--- src/rtl/i2s_dac_transmitter_if.sv ---
// Producer-side bus of the I2S DAC transmitter: sample hand-off plus codec pins.
//
// Sample hand-off: the transmitter latches audio_data (zeroed if mute is set)
// on the Clk edge that starts a frame, then raises sample_clk for exactly one
// cycle. sample_clk means "taken, compute the next one". The producer must
// hold audio_data/mute stable up to the next frame start. There is no
// back-pressure, because the codec frame rate paces the whole pipeline.
interface i2s_dac_transmitter_if #(
  parameter int WORD_BITS = 16
);
  logic                 enable;
  logic                 mute;
  logic [WORD_BITS-1:0] audio_data;
  logic                 sample_clk;
  logic                 frame_active;
  logic                 AUD_BCLK;
  logic                 AUD_DACLRCK;
  logic                 AUD_DACDAT;
  // {stop_pending, running}
  logic [1:0]           dbg_state;

  modport master (
    output enable, mute, audio_data,
    input  sample_clk, frame_active, AUD_BCLK, AUD_DACLRCK, AUD_DACDAT, dbg_state
  );

  modport slave (
    input  enable, mute, audio_data,
    output sample_clk, frame_active, AUD_BCLK, AUD_DACLRCK, AUD_DACDAT, dbg_state
  );
endinterface

--- src/rtl/i2s_dac_transmitter.sv ---
// I2S DAC transmitter: generates BCLK/DACLRCK from Clk, paces the note producer
// with a one-cycle sample_clk strobe per frame and shifts the latched mono
// sample MSB-first into both channel slots with the I2S one-bit delay.
module i2s_dac_transmitter #(
  parameter int CLK_DIV   = 8,
  parameter int WORD_BITS = 16,
  parameter int SLOT_BITS = 32
) (
  input  logic Clk,
  input  logic Reset,
  i2s_dac_transmitter_if.slave bus
);
  localparam int FRAME_BITS = 2 * SLOT_BITS;
  localparam int DIV_W      = $clog2(CLK_DIV);
  localparam int BIT_W      = $clog2(FRAME_BITS);
  localparam logic [DIV_W-1:0] DIV_LAST = DIV_W'(CLK_DIV - 1);
  localparam logic [BIT_W-1:0] BIT_LAST = BIT_W'(FRAME_BITS - 1);
  localparam logic [BIT_W-1:0] SLOT_B   = BIT_W'(SLOT_BITS);

  typedef enum logic {IDLE = 1'b0, RUN = 1'b1} state_t;

  state_t               state, state_n;
  logic                 stop_pending, stop_pending_n;
  logic [DIV_W-1:0]     div_cnt, div_cnt_n;
  logic [BIT_W-1:0]     bit_cnt, bit_cnt_n;
  logic [BIT_W-1:0]     slot_pos;
  logic [WORD_BITS-1:0] hold, hold_n;
  logic                 bclk, bclk_n;
  logic                 lrck, lrck_n;
  logic                 dacdat, dacdat_n;
  logic                 pulse, pulse_n;
  logic                 active, active_n;
  logic                 frame_start;

  // State and all output registers; reset forces every output low at once.
  always_ff @(posedge Clk or negedge Reset) begin
    if (!Reset) begin
      state        <= IDLE;
      stop_pending <= 1'b0;
      div_cnt      <= '0;
      bit_cnt      <= '0;
      hold         <= '0;
      bclk         <= 1'b0;
      lrck         <= 1'b0;
      dacdat       <= 1'b0;
      pulse        <= 1'b0;
      active       <= 1'b0;
    end else begin
      state        <= state_n;
      stop_pending <= stop_pending_n;
      div_cnt      <= div_cnt_n;
      bit_cnt      <= bit_cnt_n;
      hold         <= hold_n;
      bclk         <= bclk_n;
      lrck         <= lrck_n;
      dacdat       <= dacdat_n;
      pulse        <= pulse_n;
      active       <= active_n;
    end
  end

  // Next state: divider, bit counter, frame start/stop and next output values.
  always_comb begin
    state_n        = state;
    stop_pending_n = stop_pending;
    div_cnt_n      = div_cnt;
    bit_cnt_n      = bit_cnt;
    hold_n         = hold;
    bclk_n         = bclk;
    pulse_n        = 1'b0;
    active_n       = active;
    frame_start    = 1'b0;
    lrck_n         = 1'b0;
    dacdat_n       = 1'b0;
    slot_pos       = '0;

    case (state)
      IDLE: begin
        stop_pending_n = 1'b0;
        bclk_n         = 1'b0;
        active_n       = 1'b0;
        if (bus.enable) frame_start = 1'b1;
      end
      RUN: begin
        // Only informational: enable is acted on solely at the frame end.
        stop_pending_n = ~bus.enable;
        if (div_cnt == DIV_LAST) begin
          div_cnt_n = '0;
          bclk_n    = ~bclk;
          if (bclk) begin
            // Fall tick: advance to the next bit or close the frame.
            if (bit_cnt == BIT_LAST) begin
              if (bus.enable) begin
                frame_start = 1'b1;
              end else begin
                state_n        = IDLE;
                bit_cnt_n      = '0;
                bclk_n         = 1'b0;
                active_n       = 1'b0;
                stop_pending_n = 1'b0;
              end
            end else begin
              bit_cnt_n = bit_cnt + 1'b1;
            end
          end
        end else begin
          div_cnt_n = div_cnt + 1'b1;
        end
      end
      default: state_n = IDLE;
    endcase

    if (frame_start) begin
      state_n        = RUN;
      stop_pending_n = 1'b0;
      bit_cnt_n      = '0;
      div_cnt_n      = '0;
      hold_n         = bus.mute ? '0 : bus.audio_data;
      pulse_n        = 1'b1;
      active_n       = 1'b1;
      bclk_n         = 1'b0;
    end

    // LRCK and data follow the updated bit counter so they move with BCLK fall.
    if (state_n == RUN) begin
      lrck_n   = (bit_cnt_n >= SLOT_B);
      slot_pos = lrck_n ? (bit_cnt_n - SLOT_B) : bit_cnt_n;
      for (int i = 0; i < WORD_BITS; i++) begin
        if (slot_pos == BIT_W'(WORD_BITS - i)) dacdat_n = hold_n[i];
      end
    end
  end

  assign bus.sample_clk   = pulse;
  assign bus.frame_active = active;
  assign bus.AUD_BCLK     = bclk;
  assign bus.AUD_DACLRCK  = lrck;
  assign bus.AUD_DACDAT   = dacdat;
  assign bus.dbg_state    = {stop_pending, (state == RUN)};
endmodule

--- src/flat_wrapper.sv ---
// flat-port wrapper written by rule: the top's interface ports become plain ports
module i2s_dac_transmitter_flat 
#(
  parameter int CLK_DIV   = 8,
  parameter int WORD_BITS = 16,
  parameter int SLOT_BITS = 32
)
  (Clk, Reset, bus_enable, bus_mute, bus_audio_data, bus_sample_clk, bus_frame_active, bus_AUD_BCLK, bus_AUD_DACLRCK, bus_AUD_DACDAT, bus_dbg_state);
  i2s_dac_transmitter_if #(.WORD_BITS(WORD_BITS)) bus_i ();
  input  logic Clk;
  input  logic Reset;
  input wire logic [$bits(bus_i.enable)-1:0] bus_enable;
  input wire logic [$bits(bus_i.mute)-1:0] bus_mute;
  input wire logic [$bits(bus_i.audio_data)-1:0] bus_audio_data;
  output wire logic [$bits(bus_i.sample_clk)-1:0] bus_sample_clk;
  output wire logic [$bits(bus_i.frame_active)-1:0] bus_frame_active;
  output wire logic [$bits(bus_i.AUD_BCLK)-1:0] bus_AUD_BCLK;
  output wire logic [$bits(bus_i.AUD_DACLRCK)-1:0] bus_AUD_DACLRCK;
  output wire logic [$bits(bus_i.AUD_DACDAT)-1:0] bus_AUD_DACDAT;
  output wire logic [$bits(bus_i.dbg_state)-1:0] bus_dbg_state;
  assign bus_i.enable = bus_enable;
  assign bus_i.mute = bus_mute;
  assign bus_i.audio_data = bus_audio_data;
  assign bus_sample_clk = bus_i.sample_clk;
  assign bus_frame_active = bus_i.frame_active;
  assign bus_AUD_BCLK = bus_i.AUD_BCLK;
  assign bus_AUD_DACLRCK = bus_i.AUD_DACLRCK;
  assign bus_AUD_DACDAT = bus_i.AUD_DACDAT;
  assign bus_dbg_state = bus_i.dbg_state;
  i2s_dac_transmitter #(.CLK_DIV(CLK_DIV), .WORD_BITS(WORD_BITS), .SLOT_BITS(SLOT_BITS)) u_core (.Clk(Clk), .Reset(Reset), .bus(bus_i));
endmodule
--- config.mk ---
export PLATFORM = sky130hd
export DESIGN_NAME = i2s_dac_transmitter_flat
export DESIGN_NICKNAME = d
export VERILOG_FILES = /design/src/rtl/i2s_dac_transmitter_if.sv /design/src/rtl/i2s_dac_transmitter.sv /design/src/flat_wrapper.sv
export SDC_FILE = /design/constraint.sdc
export NUM_CORES = 1
export LEC_CHECK = 0
export CAP_MARGIN = 30
export CORE_MARGIN = 2
export CORE_UTILIZATION = 48
export CTS_CLUSTER_DIAMETER = 120
export CTS_CLUSTER_SIZE = 8
export DETAILED_ROUTE_END_ITERATION = 6
export PLACE_DENSITY = 0.75
export SYNTH_ARGS = -nofsm -noshare
export SYNTH_HDL_FRONTEND = slang
export SYNTH_SLANG_ARGS = --single-unit
--- constraint.sdc ---
create_clock -name Clk -period 2.3 [get_ports Clk]
set_input_delay 0.69 -clock Clk [delete_from_list [all_inputs] [get_ports Clk]]
set_output_delay 0.69 -clock Clk [all_outputs]
set_load 0.02 [all_outputs]
Word level (Yosys, flattened, before mapping)
Index checks and enable logic that the tools add are counted.
{ "totals": {"ff_bits": 32, "latchBits": 0, "mem_bits_rw": 0, "mem_bits_ro": 0, "inputBits": 20, "output_inout_bits": 7, "mem_count": 0} }
{ "classes": {"n_addsub": 3, "mul": 0, "n_div": 0, "n_lt_le_gt_ge": 1, "n_eq_ne": 22, "n_shift": 0, "muxes": 59, "bitwise": 3, "n_reduce_logical": 2} }
{ "op_table": {"columns": ["operator", "n"], "rows": [
  ["== test 6 x 4 -> 1 bit (second input constant)", 8],
  ["two-way mux 1 bit", 43],
  ["two-way mux 6 bit", 7],
  ["two-way mux 16 bit", 2],
  ["== test 6 x 3 -> 1 bit (second input constant)", 4],
  ["== test 6 x 2 -> 1 bit (second input constant)", 2],
  ["inequality test 3 bit (second input constant)", 4],
  ["two-way mux 3 bit", 3],
  ["case mux 1 bit (2 select lines)", 4],
  ["adder 6 x 1 -> 6 bit (second input constant)", 1],
  ["== test 6 x 1 -> 1 bit (second input constant)", 1],
  ["== test 6 x 5 -> 1 bit (second input constant)", 1],
  ["== test 6 bit (second input constant)", 1],
  [">= comparator 6 bit (second input constant)", 1],
  ["subtractor 6 bit (second input constant)", 1],
  ["AND reduction 4 bit", 1],
  ["adder 3 x 1 -> 3 bit (second input constant)", 1],
  ["== test 3 bit (second input constant)", 1],
  ["inverter 1 bit", 3],
  ["nonzero test 2 bit", 1]
]} }

Longest topological paths before layout
{ "depth": {"depth_word": 26, "depth_mapped": 12, "depth_no_buf": 10} }

Least setup slack after synthesis
Ideal clock, no wire load.
{ "synth_timing": {"path_kind": "register to register", "startpoint": "register u_core.div_cnt[0]", "endpoint": "register u_core.dacdat, in the netlist u_core.bus.AUD_DACDAT", "setup_ns": 0.076, "t_arrival_ns": 2.300, "setup_slack_ns": -0.076, "path_stages_with_launch": 12, "period_less_slack_ns": 2.376, "path_cell_list": "dfrtp_1 -> ha_1 -> ha_1 -> buf_2 -> and4_2 -> a31o_1 -> a21bo_4 -> or3_1 -> o32ai_1 -> a221o_1 -> a21oi_1 -> o21ai_1"} }
{ "synth_via": {"elab_chain_len": 24, "word_cells_on_any_way": 46, "classes_between": "add/sub (1); order compare (1); eq/ne (17); mux (27)"} }
{ "synth_rtl": {"columns": ["element", "line_no", "rtl"], "rows": [
  ["from (decl)", "i2s_dac_transmitter.sv:24", "logic [DIV_W-1:0] div_cnt, div_cnt_n;"],
  ["from (signal assigned)", "i2s_dac_transmitter.sv:51", "div_cnt <= div_cnt_n;"],
  ["== test 3 bit (*)", "i2s_dac_transmitter.sv:87", "if (div_cnt == DIV_LAST) begin"],
  ["two-way mux 1 bit or two-way mux 6 bit (tied branches)", "i2s_dac_transmitter.sv:87", null],
  ["case mux 1 bit (2 select lines) or two-way mux 6 bit (tied branches)", "i2s_dac_transmitter.sv:77", "case (state)"],
  ["two-way mux 6 bit", "i2s_dac_transmitter.sv:113", "if (frame_start) begin"],
  ["subtractor 6 bit or >= comparator 6 bit (tied branches)", "i2s_dac_transmitter.sv:127, i2s_dac_transmitter.sv:126", null],
  ["two-way mux 6 bit", "i2s_dac_transmitter.sv:127", "slot_pos = lrck_n ? (bit_cnt_n - SLOT_B) : bit_cnt_n;"],
  ["== test 6 x 5 -> 1 bit", "i2s_dac_transmitter.sv:129", "if (slot_pos == BIT_W'(WORD_BITS - i)) dacdat_n = hold_n[i];"],
  ["two-way mux 1 bit (16 in a row)", "i2s_dac_transmitter.sv:129", null],
  ["two-way mux 1 bit (*)", "i2s_dac_transmitter.sv:125", "if (state_n == RUN) begin"],
  ["net u_core.dacdat_n", "i2s_dac_transmitter.sv:30", "logic dacdat, dacdat_n;"],
  ["to (signal assigned)", "i2s_dac_transmitter.sv:56", "dacdat <= dacdat_n;"],
  ["to (decl)", "i2s_dac_transmitter.sv:30", null]
]} }
Mark *: on every way through the listed nets, which the timed path passes. The rest lies on a longest branch.
A chain may end at the register's enable or synchronous reset.

Final worst setup path
{ "layout_timing": {"startpoint": "register u_core.bit_cnt[0]", "endpoint": "register u_core.dacdat, in the netlist u_core.bus.AUD_DACDAT"} }
{ "layout_via": {"elab_chain_len": 26, "word_cells_on_any_way": 54, "classes_between": "add/sub (2); order compare (1); eq/ne (17); mux (34)"} }
{ "layout_rtl": {"columns": ["element", "line_no", "rtl"], "rows": [
  ["from (decl)", "i2s_dac_transmitter.sv:25", "logic [BIT_W-1:0] bit_cnt, bit_cnt_n;"],
  ["from (signal assigned)", "i2s_dac_transmitter.sv:52", "bit_cnt <= bit_cnt_n;"],
  ["adder 6 x 1 -> 6 bit, or another cell as far along", "i2s_dac_transmitter.sv:103", "bit_cnt_n = bit_cnt + 1'b1;"],
  ["two-way mux 6 bit or two-way mux 1 bit (tied branches)", "i2s_dac_transmitter.sv:92", "if (bit_cnt == BIT_LAST) begin"],
  ["two-way mux 6 bit or two-way mux 1 bit (tied branches)", "i2s_dac_transmitter.sv:90", "if (bclk) begin"],
  ["two-way mux 6 bit or two-way mux 1 bit (tied branches)", "i2s_dac_transmitter.sv:87", null],
  ["two-way mux 6 bit or case mux 1 bit (2 select lines) (tied branches)", "i2s_dac_transmitter.sv:77", null],
  ["two-way mux 6 bit", "i2s_dac_transmitter.sv:113", null],
  ["subtractor 6 bit or >= comparator 6 bit (tied branches)", "i2s_dac_transmitter.sv:127, i2s_dac_transmitter.sv:126", null],
  ["two-way mux 6 bit", "i2s_dac_transmitter.sv:127", null],
  ["== test 6 x 5 -> 1 bit", "i2s_dac_transmitter.sv:129", null],
  ["two-way mux 1 bit (16 in a row)", "i2s_dac_transmitter.sv:129", null],
  ["two-way mux 1 bit (*)", "i2s_dac_transmitter.sv:125", null],
  ["net u_core.dacdat_n", "i2s_dac_transmitter.sv:30", null]
]} }
Marked as above.

==> key figures <==
Outcome
  – Status: finished, violations left
  – Failing checks: negative setup slack

Logic synthesis
  – Syn avg cell area: 9.36 um^2
  – Top_reg_cell synth: dfrtp_1
  – Post-synthesis cell count: 192
  – Syn Std Cell Area: between 1500 and 2000 um^2
  – Synth area leader: dfrtp_1
  – Top cells by area, synth: dfrtp_1 (45%), nand2_1 (5.4%), o21ai_0 (5.0%)
  – Post-synth ARST share: 1.00
  – Sequential area share after synthesis: 0.445
  – Synth Warn #: 0
  – Cell variety after synth: slightly below 60
  – Synth top area share: 0.445
  – Post-synth EDFFs: 0
  – #FFs+latches synth: 32
  – Syn Nets: between 200 and 250

Placement
  – Post-DP Area: 2310 um^2
  – Dpl hpwl: ~3 mm
  – Placed cells: ~290
  – Dpl ws: -0.523 ns
  – Gpl congestion: 0.918
  – Port buffer count: 26

Setup path
  – Critical path class: flop to flop
  – CP Data Required Time: ~2.5 ns
  – CP Launch Type: flop
  – CP arrival: 2.52 ns
  – Critical path capture point type: flop
  – CP max FO: 6

Route
  – Drt pass-1 iters: 4
  – WL/cell: 15.2 um
  – Routed Antenna Nets: 0
  – DR iter-0 viols: 152
  – Via/cell ratio: 5.62
  – Final WL: 4.60 mm
  – Residual DRC: 0
  – Via count: 1,696

Global route
  – First-pass GRT wire length: 7.38 mm
  – Largest net degree at the start of global routing: 33
  – Number of global-route vias before repair: 1,652
  – Total gr overflow: 0
  – Total GRT Usage: 0.225
  – Initial antenna violation count: 0

Final layout
  – Final Cell Area: 2640 um^2
  – Antenna cell count: 0
  – Layout Cells excl Fill: 302
  – Final nets: 276
  – Area Growth Syn to Fin: 47.0%
  – Layout cells sized above 1: 0.331

Die
  – Die Y-Extent: 65.2 um
  – Initial Util: 0.495
  – Row count: 22
  – IO Count: 27
  – Core outline area: approximately 3600 um^2
  – Total die area: 4250 um^2
  – Die width: 65.2 um

Clock network
  – CTS Buf Count: 5
  – Clock slew seen by the registers of the worst setup and hold paths: 0.07 ns
  – CTS tree: done
  – Clk buf depth: 2
  – CTS Hold Bufs: 0
  – # H-tree levels: 2
  – CTS root buf: clkbuf_8
  – Skew-Pair Late Insertion Delay: 0.29 ns
  – Clock sinks: 32

Timing
  – Final Skew: between 0.009 and 0.01 ns
  – Min Tclk post-route: around 2.3 ns
  – Fin crit share: 1.02
  – Fmax: 0.427 GHz
  – Final Hold Viols: 0
  – WHS: just under 0.5 ns
  – Fin. max-slew vios: 0
  – Setup TNS: -0.0440 ns
  – Final setup margin: -0.0440 ns
  – Finish-stage setup viols: 1
  – Least-Margin Pin Slew: 0.395 ns
  – RSZ-0062 raised after global routing: yes
  – Relative slew margins: 0.736

Power
  – Peak VDD IR: 0.000567 V
  – Leak: 1.15 nW
  – Pwr Density: 1020 nW/um^2

Run
  – Max Cap Viol: 0

Worst hold path
  – Hold Crit Class: flop to flop
==> cells in the final DEF (no fill, tap or decap), drive strengths merged, types with 4 or more instances in the layout <==
cell           count
inv                5
clkbuf             6
a21oi              5
nand3              5
and2               5
clkdlybuf4s50     25
nand2             27
nor3               4
dfrtp             32
nor2              12
buf               37
nand2b            13
o21ai             20
==> state kept, by name, indices dropped and copies added (netlist names) <==
register                 flops
u_core.bit_cnt               6
u_core.bus.AUD_BCLK          1
u_core.bus.AUD_DACDAT        1
u_core.bus.AUD_DACLRCK       1
u_core.bus.frame_active      1
u_core.bus.sample_clk        1
u_core.div_cnt               3
u_core.hold                 16
u_core.state                 1
u_core.stop_pending          1
==> routing by layer <==
layer  up-vias  track usage  wire length (um)
met1       816        0.283              1890
li1        818            -                 -
met2        54        0.358              2360
met4         0        0.115                88
met5         -            0                 0
met3         8       0.0582               266
==> cell type report <==
class / instances / area [um^2]
tap: 48 / 60.1
sequential: 32 / 802
timing repair buffer: 63 / 548
clock buffer: 6 / 82.6
clock inverter: 2 / 10.0
inverter: 6 / 22.5
fill: 273 / 991
multi-input combinational: 145 / 1120
==> where the power goes <==
group | total [W] | switching, W | internal (W) | leakage (nW)
Clock | 0.000451 | 0.000212 | 0.000238 | 0.0510
Sequential | 0.000797 | 0.000123 | 0.000674 | 0.407
Combinational | 0.00144 | 0.000697 | 0.000744 | 0.690
Total | 0.00269 | 0.00103 | 0.00166 | 1.15
==> logic make-up (layout without fill, tap and decap cells) <==
group,Yosys count,after routing,share of synthesized area
fa+ha+maj,3,3,0.0209
xor+xnor,2,2,0.00974
flops,32,32,0.445
mux,6,6,0.0355
buf+inv,15,77,0.0417
compound gates,52,52,0.206
simple gates,82,82,0.241
==> critical path, stage by stage, from the launching register on <==
cell	delay (ns)
dfrtp_1	0.39
ha_1	0.26
and3_4	0.18
a41o_1	0.31
mux2_4	0.34
nor3_1	0.28
o22ai_2	0.15
o2bb2ai_2	0.14
a21oi_2	0.13
o21ai_1	0.06
==> final timing paths <==
check | startpoint | endpoint | slack [ns] | cells after the start
max | u_core.bit_cnt[0]$_DFF_PN0_ | u_core.bus.AUD_DACDAT$_DFF_PN0_ | -0.04 | 9
min | u_core.hold[2]$_DFF_PN0_ | u_core.hold[2]$_DFF_PN0_ | 0.48 | 2
max reg2reg | u_core.bit_cnt[0]$_DFF_PN0_ | u_core.bus.AUD_DACDAT$_DFF_PN0_ | -0.04 | 9
min reg2reg | u_core.hold[2]$_DFF_PN0_ | u_core.hold[2]$_DFF_PN0_ | 0.48 | 2
max in group asynchronous | Reset | u_core.state$_DFF_PN0_ | 1.19 | 2
min in group asynchronous | Reset | u_core.stop_pending$_DFF_PN0_ | 0.79 | 2
==> cells in the mapped netlist (3+ instances only) <==
| cell | instances |
|---|---|
| dfrtp_1 | 32 |
| nand2_1 | 26 |
| o21ai_0 | 18 |
| nand2b_1 | 13 |
| nor2_1 | 12 |
| a21oi_1 | 5 |
| inv_1 | 5 |
| nand3_1 | 5 |
| a31oi_1 | 3 |
| and2_1 | 3 |
| buf_2 | 3 |
| ha_1 | 3 |
| mux2_2 | 3 |
| mux2i_1 | 3 |
| nand4_1 | 3 |
| nor3_1 | 3 |
==> metrics by stage <==
| step | util | total power, W |
|---|---|---|
| floorplan | - | 0.00142 |
| global placement | 0.635 | 0.00186 |
| detailed placement | 0.635 | 0.00188 |
| CTS | 0.685 | 0.00244 |
| global route | 0.727 | 0.00288 |
| finish | 0.727 | 0.00269 |
==> repair_timing <==
item	4_1_cts	5_1_grt
endpoints found under the hold margin	0	0
pin swaps	9	14
setup endpoints to repair	1	2
buffers inserted	3	3
gates resized for setup	16	26
Power figures use the tool's default switching activity.
